==> src/rtl/sdm_dac_pkg.sv <==
// Shared constants for the sdm_dac modulator and its optional dither source.
// The dither LFSR is only built when SDM_DAC_DITHER_EN is defined.
`ifndef SDM_DAC_PKG_SV
`define SDM_DAC_PKG_SV

package sdm_dac_pkg;

  // Error registers carry this many bits above the sample width.
  localparam int ACC_MARGIN = 4;

  // Maximal-length 16-bit LFSR: x^16 + x^15 + x^13 + x^4 + 1.
  localparam logic [15:0] LFSR_SEED = 16'hACE1;
  localparam logic [15:0] LFSR_TAPS = 16'hD008;

  function automatic logic [15:0] lfsr_next(input logic [15:0] state);
    return {state[14:0], ^(state & LFSR_TAPS)};
  endfunction

endpackage

`endif

==> src/rtl/sdm_dac_lfsr_dither.sv <==
// Pseudo-random +/-1 dither bit for sdm_dac; compiled only with SDM_DAC_DITHER_EN.
`ifdef SDM_DAC_DITHER_EN
module lfsr_dither
  import sdm_dac_pkg::*;
(
  input  logic i_clk,
  input  logic i_rst,
  input  logic i_en,
  output logic o_bit
);

  logic [15:0] state;

  always_ff @(posedge i_clk) begin
    if (i_rst) begin
      state <= LFSR_SEED;
    end else if (i_en) begin
      state <= lfsr_next(state);
    end
  end

  assign o_bit = state[0];

endmodule
`endif

==> src/rtl/sdm_dac.sv <==
// Second-order error-feedback delta-sigma DAC with zero-order-hold sample request.
// Define SDM_DAC_DITHER_EN to add LFSR dither ahead of the quantiser.
module sdm_dac
  import sdm_dac_pkg::*;
#(
  parameter int I_WIDTH   = 16,
  parameter int OSR_BITS  = 4,
  parameter int ACC_WIDTH = I_WIDTH + ACC_MARGIN
) (
  input  logic               i_clk,
  input  logic               i_rst,
  input  logic               i_en,
  input  logic [I_WIDTH-1:0] i_data,
  input  logic               i_valid,
  output logic               o_ready,
  output logic               o_sd,
  output logic               o_underrun,
  output logic               o_overload
);

  localparam int W_WIDTH = ACC_WIDTH + 2;

  localparam logic signed [W_WIDTH-1:0] FS =
    {{(W_WIDTH-I_WIDTH){1'b0}}, 1'b1, {(I_WIDTH-1){1'b0}}};
  localparam logic signed [W_WIDTH-1:0] ACC_MAX = {3'b000, {(ACC_WIDTH-1){1'b1}}};
  localparam logic signed [W_WIDTH-1:0] ACC_MIN = {3'b111, {(ACC_WIDTH-1){1'b0}}};

  // o_ready is registered, so it is raised one count early.
  localparam logic [OSR_BITS-1:0] READY_PRE = OSR_BITS'((1 << OSR_BITS) - 2);

  logic [OSR_BITS-1:0]         cnt;
  logic signed [I_WIDTH-1:0]   x_hold;
  logic signed [ACC_WIDTH-1:0] e1, e2, e_sat;
  logic signed [W_WIDTH-1:0]   w, v, e;
  logic                        q, clamp;

`ifdef SDM_DAC_DITHER_EN
  localparam logic signed [W_WIDTH-1:0] DITHER_STEP =
    W_WIDTH'(1) << (ACC_WIDTH - I_WIDTH - 2);

  logic dither_bit;

  lfsr_dither u_dither (
    .i_clk (i_clk),
    .i_rst (i_rst),
    .i_en  (i_en),
    .o_bit (dither_bit)
  );
`endif

  // NOTE: every signal gets a value on every path through this block, so no latch is inferred.
  always_comb begin
    w = W_WIDTH'(x_hold) + (W_WIDTH'(e1) <<< 1) - W_WIDTH'(e2);
`ifdef SDM_DAC_DITHER_EN
    w = w + (dither_bit ? DITHER_STEP : -DITHER_STEP);
`endif
    q     = (w >= 0);
    v     = q ? FS : -FS;
    e     = w - v;
    clamp = 1'b1;
    if (e > ACC_MAX) begin
      e_sat = ACC_MAX[ACC_WIDTH-1:0];
    end else if (e < ACC_MIN) begin
      e_sat = ACC_MIN[ACC_WIDTH-1:0];
    end else begin
      e_sat = e[ACC_WIDTH-1:0];
      clamp = 1'b0;
    end
  end

  // NOTE: state uses non-blocking assignments so every register sees pre-edge values.
  always_ff @(posedge i_clk) begin
    if (i_rst) begin
      cnt        <= '0;
      x_hold     <= '0;
      e1         <= '0;
      e2         <= '0;
      o_ready    <= 1'b0;
      o_sd       <= 1'b0;
      o_underrun <= 1'b0;
      o_overload <= 1'b0;
    end else if (i_en) begin
      cnt        <= cnt + OSR_BITS'(1);
      o_ready    <= (cnt == READY_PRE);
      o_underrun <= o_ready && !i_valid;
      if (o_ready && i_valid) begin
        x_hold <= i_data;
      end
      o_sd <= q;
      e2   <= e1;
      e1   <= e_sat;
      if (clamp) begin
        o_overload <= 1'b1;
      end
    end else begin
      o_underrun <= 1'b0;
    end
  end

endmodule
==> config.mk <==
export PLATFORM = sky130hd
export DESIGN_NAME = sdm_dac
export DESIGN_NICKNAME = d
export VERILOG_FILES = /design/src/rtl/sdm_dac_pkg.sv /design/src/rtl/sdm_dac_lfsr_dither.sv /design/src/rtl/sdm_dac.sv
export SDC_FILE = /design/constraint.sdc
export NUM_CORES = 1
export LEC_CHECK = 0
export ABC_AREA = 1
export CORE_ASPECT_RATIO = 0.75
export CORE_MARGIN = 3
export CORE_UTILIZATION = 40
export CTS_BUF_LIST = sky130_fd_sc_hd__clkbuf_4 sky130_fd_sc_hd__clkbuf_8
export DETAILED_ROUTE_END_ITERATION = 16
export PLACE_DENSITY = 0.65
export RECOVER_POWER = 25
export SLEW_MARGIN = 20
export SYNTH_ARGS = -nofsm -noshare
export SYNTH_HDL_FRONTEND = slang
export SYNTH_SLANG_ARGS = --single-unit
==> constraint.sdc <==
create_clock -name i_clk -period 6.1 [get_ports i_clk]
set_clock_uncertainty 0.1 [all_clocks]
set_input_delay 0.915 -clock i_clk [delete_from_list [all_inputs] [get_ports i_clk]]
set_output_delay 0.915 -clock i_clk [all_outputs]
set_load 0.02 [all_outputs]
==> flow_metrics.py, run 1 <==
metrics = {
    "global_route": {
        "grtUsageTotal_pct": 15.6,
        "grt-busiest-layer": "met2",
        "grt_first_pass_wirelength_um": 14600,
        "grt_util_met3_pct": 4.15,
        "grt_pass1_vias": 3370,
        "met2_usage_pct": 23.8,
        "grt_antenna_before_repair": 0,
        "grt_max_degree": 66,
        "grt_use_met1_pct": 20.7,
        "grt_overflow": 0,
    },
    "worst_setup_path": {
        "rrSetupSlack_ns": 0.96,
        "worstPathMaxFanout": 15,
        "path_class": "reg2reg",
        "worstPathArrival_ns": 5.24,
        "cp-end-kind": "flip-flop",
        "r2r_cells": 23,
        "cp-start-kind": "flip-flop",
        "required_ns": 6.21,
    },
    "layout": {
        "finalCoreUtilization_pct": 47.2,
        "area_growth_pct": 12.3,
        "diodes": 0,
        "nets": 621,
        "instances_no_fill": 688,
        "layout-drive-gt1-share_pct": 8.63,
    },
    "synth": {
        "synth_seq_cells": 64,
        "syn-cell-area_um2": 4150,
        "yosysWarnings": 0,
        "syn_nets": 603,
        "ys_types": 37,
        "synth_cells": 533,
        "avgSynthCellArea_um2": 7.79,
        "ys_seq_area_share_pct": 30.9,
    },
    "timing": {
        "fmaxAchievable_mhz": 195,
        "rsz0062_at_grt": "false",
        "setup_viol": 0,
        "hold_ws_ns": 0.354,
        "worstMarginPinSlew_ns": 2.50,
        "fin_crit_sh_pct": 84.2,
        "fin_crit_ns": 5.14,
        "hold_viol_final": 0,
        "slew_headroom_pct": -66.6,
        "tns_ns": 0,
        "final_max_slew_viol_count": 66,
    },
    "placed_design": {
        "dp_cells": 672,
        "gp_congestion": 0.854,
        "place_hpwl_um": 6010,
        "port-buffer-count": 23,
    },
    "route": {
        "wl_um": 8320,
        "vias": 3341,
        "drc": 0,
        "ant_nets": 0,
        "vias_per_cell": 4.86,
        "firstDrtPassIters": 4,
        "routedWlPerCell_um": 12.1,
        "drt_iter0_markers": 152,
    },
    "clocking": {
        "cts_setup_buffers": 0,
        "worstSkewPairLatency_ns": 0.35,
        "h-tree-depth": 3,
        "cts_hold_buffers": 0,
        "cts_tree": "yes",
        "clock-sinks": 64,
        "cts_resized": 0,
        "clock_path_buffers": 2,
        "cts_root_buf": "clkbuf_8",
        "cts_buffers": 9,
        "clk_pin_slew_worst_paths_ns": 0.08,
    },
    "flow_run": {
        "cap_violations": 1,
    },
    "floorplanning": {
        "die_h_um": 94.2,
        "core_area_um2": 9890,
        "num_rows": 31,
        "die_area_um2": 11700,
        "chipWidth_um": 124,
        "io_pins": 24,
        "start_util_pct": 42.0,
    },
    "status": {
        "violations": "max-capacitance violations, max-slew violations",
        "status": "finished with violations",
    },
    "hold_path": {
        "hold_path.class": "reg2reg",
        "min_delay_path_depth": 2,
    },
}
cell usage after synthesis:
library cell	n	area share, %
a211oi_1	1	0.18
a21bo_2	1	0.24
a21boi_0	1	0.18
a21o_1	2	0.36
a21oi_1	69	8.3
a21oi_2	13	2.7
a21oi_4	1	0.39
a31oi_1	3	0.45
and2_1	1	0.15
and3_1	1	0.15
buf_1	2	0.18
buf_12	1	0.48
buf_8	1	0.36
clkbuf_1	15	1.4
dfxtp_1	64	31
fa_1	22	11
ha_1	28	8.4
inv_1	105	9.5
inv_2	1	0.090
nand2_1	69	6.2
nand2_2	8	1.2
nand2_4	1	0.27
nand3_1	8	0.96
nand3_2	4	0.96
nand4_1	2	0.30
nor2_1	14	1.3
nor2_2	1	0.15
nor3_1	4	0.48
nor3b_1	1	0.18
nor4_1	1	0.15
o21ai_0	61	7.4
o21ai_1	2	0.24
o21bai_1	1	0.18
o311ai_0	1	0.21
o31ai_1	1	0.18
xnor2_1	8	1.7
xor2_1	14	3.0
through the flow:
step / worst slack, ns / cell area (um^2)
finish: 0.963 / 4660
global route: 0.558 / 4660
CTS: 0.950 / 4670
detailed placement: 0.985 / 4470
global placement: 1.17 / 4470
floorplan: 1.84 / 4150
placed cells by master (no fill, tap or decap), types with 2 or more instances in the layout:
cell             instances
ha_1                    28
o21ai_0                 61
clkinvlp_4               2
nand2_2                  8
clkdlybuf4s50_1         21
inv_1                  104
xor2_1                  14
dfxtp_1                 64
nand3_2                  4
nand2_1                 69
clkbuf_8                10
nand3_1                  8
nor3_1                   4
a21o_1                   2
nand4_1                  2
a21oi_1                 69
fa_1                    22
nor2_1                  14
a31oi_1                  3
xnor2_1                  8
a21oi_2                 13
o21ai_1                  2
clkbuf_1                 2
final cells by class:
cell class	instances	area, um^2
Fill cell	992	5230
Multi-Input combinational cell	344	2370
Sequential cell	64	1280
Inverter	106	398
Timing Repair Buffer	26	240
Tap cell	132	165
Clock buffer	10	138
Clock inverter	6	67.6
worst paths after layout:
check                                start          to
worst max-delay path                 e1[3]       e1[4]
worst min-delay path            o_overload  o_overload
worst max register to register       e1[3]       e1[4]
worst min register to register  o_overload  o_overload
critical path, stage by stage, from the launching register on:
cell and delay (ns):
dfxtp_1 0.36, inv_1 0.08, fa_1 0.50, inv_1 0.04, ha_1 0.36, nand2_1 0.11, nand2_1 0.07, nand2_1 0.09
nand3_2 0.14, nand2_1 0.11, nand2_1 0.08, nand3_1 0.08, nand2_1 0.12, a21bo_2 0.22, xor2_1 0.49, ha_1 0.39
a21oi_1 0.18, o21ai_1 0.11, a21oi_1 0.14, nor2_1 0.05, nor2_1 0.36, inv_2 0.10, a21oi_4 0.55, a21oi_1 0.15
layer usage:
metal	vias up	share of wire [%]	wire length, um
met2	55	43	3550
met5	-	0	0
met4	0	1.9	160
met1	1523	52	4300
li1	1747	-	-
met3	16	3.8	316
sequential cells by signal (all words and copies together), names as in the netlist:
register,flops
cnt,4
e1,20
e2,20
o_overload,1
o_ready,1
o_sd,1
o_underrun,1
x_hold,16
cell families (layout without fill, tap and decap cells):
logic type	count (synthesis)	count (layout)	share of synthesized area (%)
and+or+nand+nor	115	115	12.5
buffers and inverters	125	148	12.0
AOI/OAI and AO/OA	157	157	21.0
DFF	64	64	30.9
xor gates and xnor gates	22	22	4.64
adders and majority gates	50	50	19.0
Power of run 1 is not shown: default switching activity piles up to over one toggle a cycle in this logic, so the estimate is an artifact.
==> inputs of run 2 (changes only) <==
clock period = 5 ns   (was 6.1 ns; I/O delays follow)
==> flow_metrics.py, run 2 (synthesis results as in run 1) <==
metrics = {
    "status": {
        "status": "finished with violations",
        "violations": "max-capacitance violations, max-slew violations",
    },
    "route": {
        "ant_nets": 0,
        "drc": 0,
        "firstDrtPassIters": 4,
        "routedWlPerCell_um": 12.1,
        "drt_iter0_markers": 151,
        "wl_um": 8320,
        "vias_per_cell": 4.81,
        "vias": 3317,
    },
    "worst_setup_path": {
        "path_class": "reg2reg",
        "rrSetupSlack_ns": 0.51,
        "reg2reg_to": "e1[4]",
        "timing.rr.start": "x_hold[1]",
        "worstPathMaxFanout": 15,
        "r2r_cells": 23,
        "cp-end-kind": "flip-flop",
        "worstPathArrival_ns": 4.63,
        "cp-start-kind": "flip-flop",
        "required_ns": 5.14,
    },
    "layout": {
        "area_growth_pct": 13.7,
        "fillers": 1010,
        "final_area_um2": 4720,
        "finalCoreUtilization_pct": 47.7,
        "top_regs": "e1: 20 flops, e2: 20 flops, x_hold: 16 flops",
        "diodes": 0,
        "final_cell_mix": "inv_1 (104), nand2_1 (69), a21oi_1 (69)",
        "nets": 623,
        "final_common_cell": "inv_1",
        "layout-drive-gt1-share_pct": 9.16,
    },
    "clocking": {
        "cts_root_buf": "clkbuf_8",
        "cts_buffers": 9,
        "cts_tree": "yes",
        "cts_resized": 0,
        "clock-sinks": 64,
        "clk_pin_slew_worst_paths_ns": 0.07,
        "cts_hold_buffers": 0,
        "cts_setup_buffers": 0,
        "clock_path_buffers": 2,
        "h-tree-depth": 3,
        "worstSkewPairLatency_ns": 0.36,
    },
    "placed_design": {
        "port-buffer-count": 23,
        "gp_congestion": 0.884,
        "place_hpwl_um": 6090,
        "placedInstanceArea_um2": 4480,
    },
    "timing": {
        "hold_viol_final": 0,
        "rsz0062_at_grt": "false",
        "worstMarginPinSlew_ns": 2.49,
        "fmaxAchievable_mhz": 223,
        "fin_crit_ns": 4.49,
        "setup_viol": 0,
        "hold_ws_ns": 0.355,
        "slew_headroom_pct": -66.2,
        "fin_crit_sh_pct": 89.9,
        "final_max_slew_viol_count": 66,
        "tns_ns": 0,
    },
    "floorplanning": {
        "core_area_um2": 9890,
        "die_area_um2": 11700,
        "start_util_pct": 42.0,
        "chipWidth_um": 124,
        "die_h_um": 94.2,
        "num_rows": 31,
        "io_pins": 24,
    },
    "global_route": {
        "grt_pass1_vias": 3292,
        "grtUsageTotal_pct": 15.5,
        "grt_max_degree": 66,
        "grt_first_pass_wirelength_um": 14400,
        "grt_overflow": 0,
        "grt_antenna_before_repair": 0,
    },
    "hold_path": {
        "holdCritStartpoint": "o_overload",
        "hold_path.class": "reg2reg",
        "holdPathEnd": "o_overload",
        "min_delay_path_depth": 2,
    },
    "flow_run": {
        "cap_violations": 1,
    },
}
-- run 2: cell types whose count changed in the layout (fill, tap and decap cells not counted) --
cell / change
buf_4: +2
a211oi_2: +1
clkinvlp_4: -2
bufinv_16: +1
clkinv_4: -1
clkbuf_8: +1
xor2_4: +1
xor2_1: -1
clkbuf_4: +1
a211oi_1: -1
inv_6: -1
-- run 2: critical path, cell delays in order, from the launching register on --
cell and delay (ns):
dfxtp_1 0.34, fa_1 0.54, ha_1 0.17, inv_1 0.06, fa_1 0.40, inv_1 0.10
nand2_1 0.08, nand3_2 0.12, nand2_1 0.08, nand2_1 0.11, nand3_1 0.07, nand2_1 0.13
a21bo_2 0.20, xor2_4 0.25, ha_1 0.33, a21oi_1 0.21, nor3_1 0.08, a211oi_2 0.22
nand3_2 0.13, nand2_2 0.08, nand2_2 0.06, a21oi_4 0.10, buf_4 0.29, a21oi_1 0.11
-- run 2: worst max-delay path by stage --
stage / from / to
floorplan: x_hold[1] / e1[11]
CTS: x_hold[1] / e1[4]
detailed placement: x_hold[1] / e1[4]
global route: e1[4] / e1[4]
finish: x_hold[1] / e1[4]
global placement: x_hold[1] / e1[4]
-- run 2: layout make-up --
type	instances	area, um^2	area share, %
clock inverters	3	65.1	1.38
repair buffers	28	255	5.41
inverters	106	398	8.43
well taps	132	165	3.50
flip-flops and latches	64	1280	27.1
clock buffers	12	159	3.37
multi-input cells	344	2400	50.8
-- run 2: metal layers --
metal | vias up | GRT usage (%) | share of wire (%)
met5 | - | 0 | 0
met2 | 62 | 23.9 | 43
li1 | 1748 | - | -
met3 | 13 | 4.58 | 4.6
met1 | 1494 | 20.3 | 51
met4 | 0 | 6.27 | 1.6
-- run 2: through the flow --
stage / std cells / setup slack, ns
floorplan: 533 / 0.740
finish: 689 / 0.506
detailed placement: 674 / 0.152
global route: 689 / 0.0383
global placement: 674 / 0.285
CTS: 689 / 0.115
Power of run 2 is left out for the same reason.
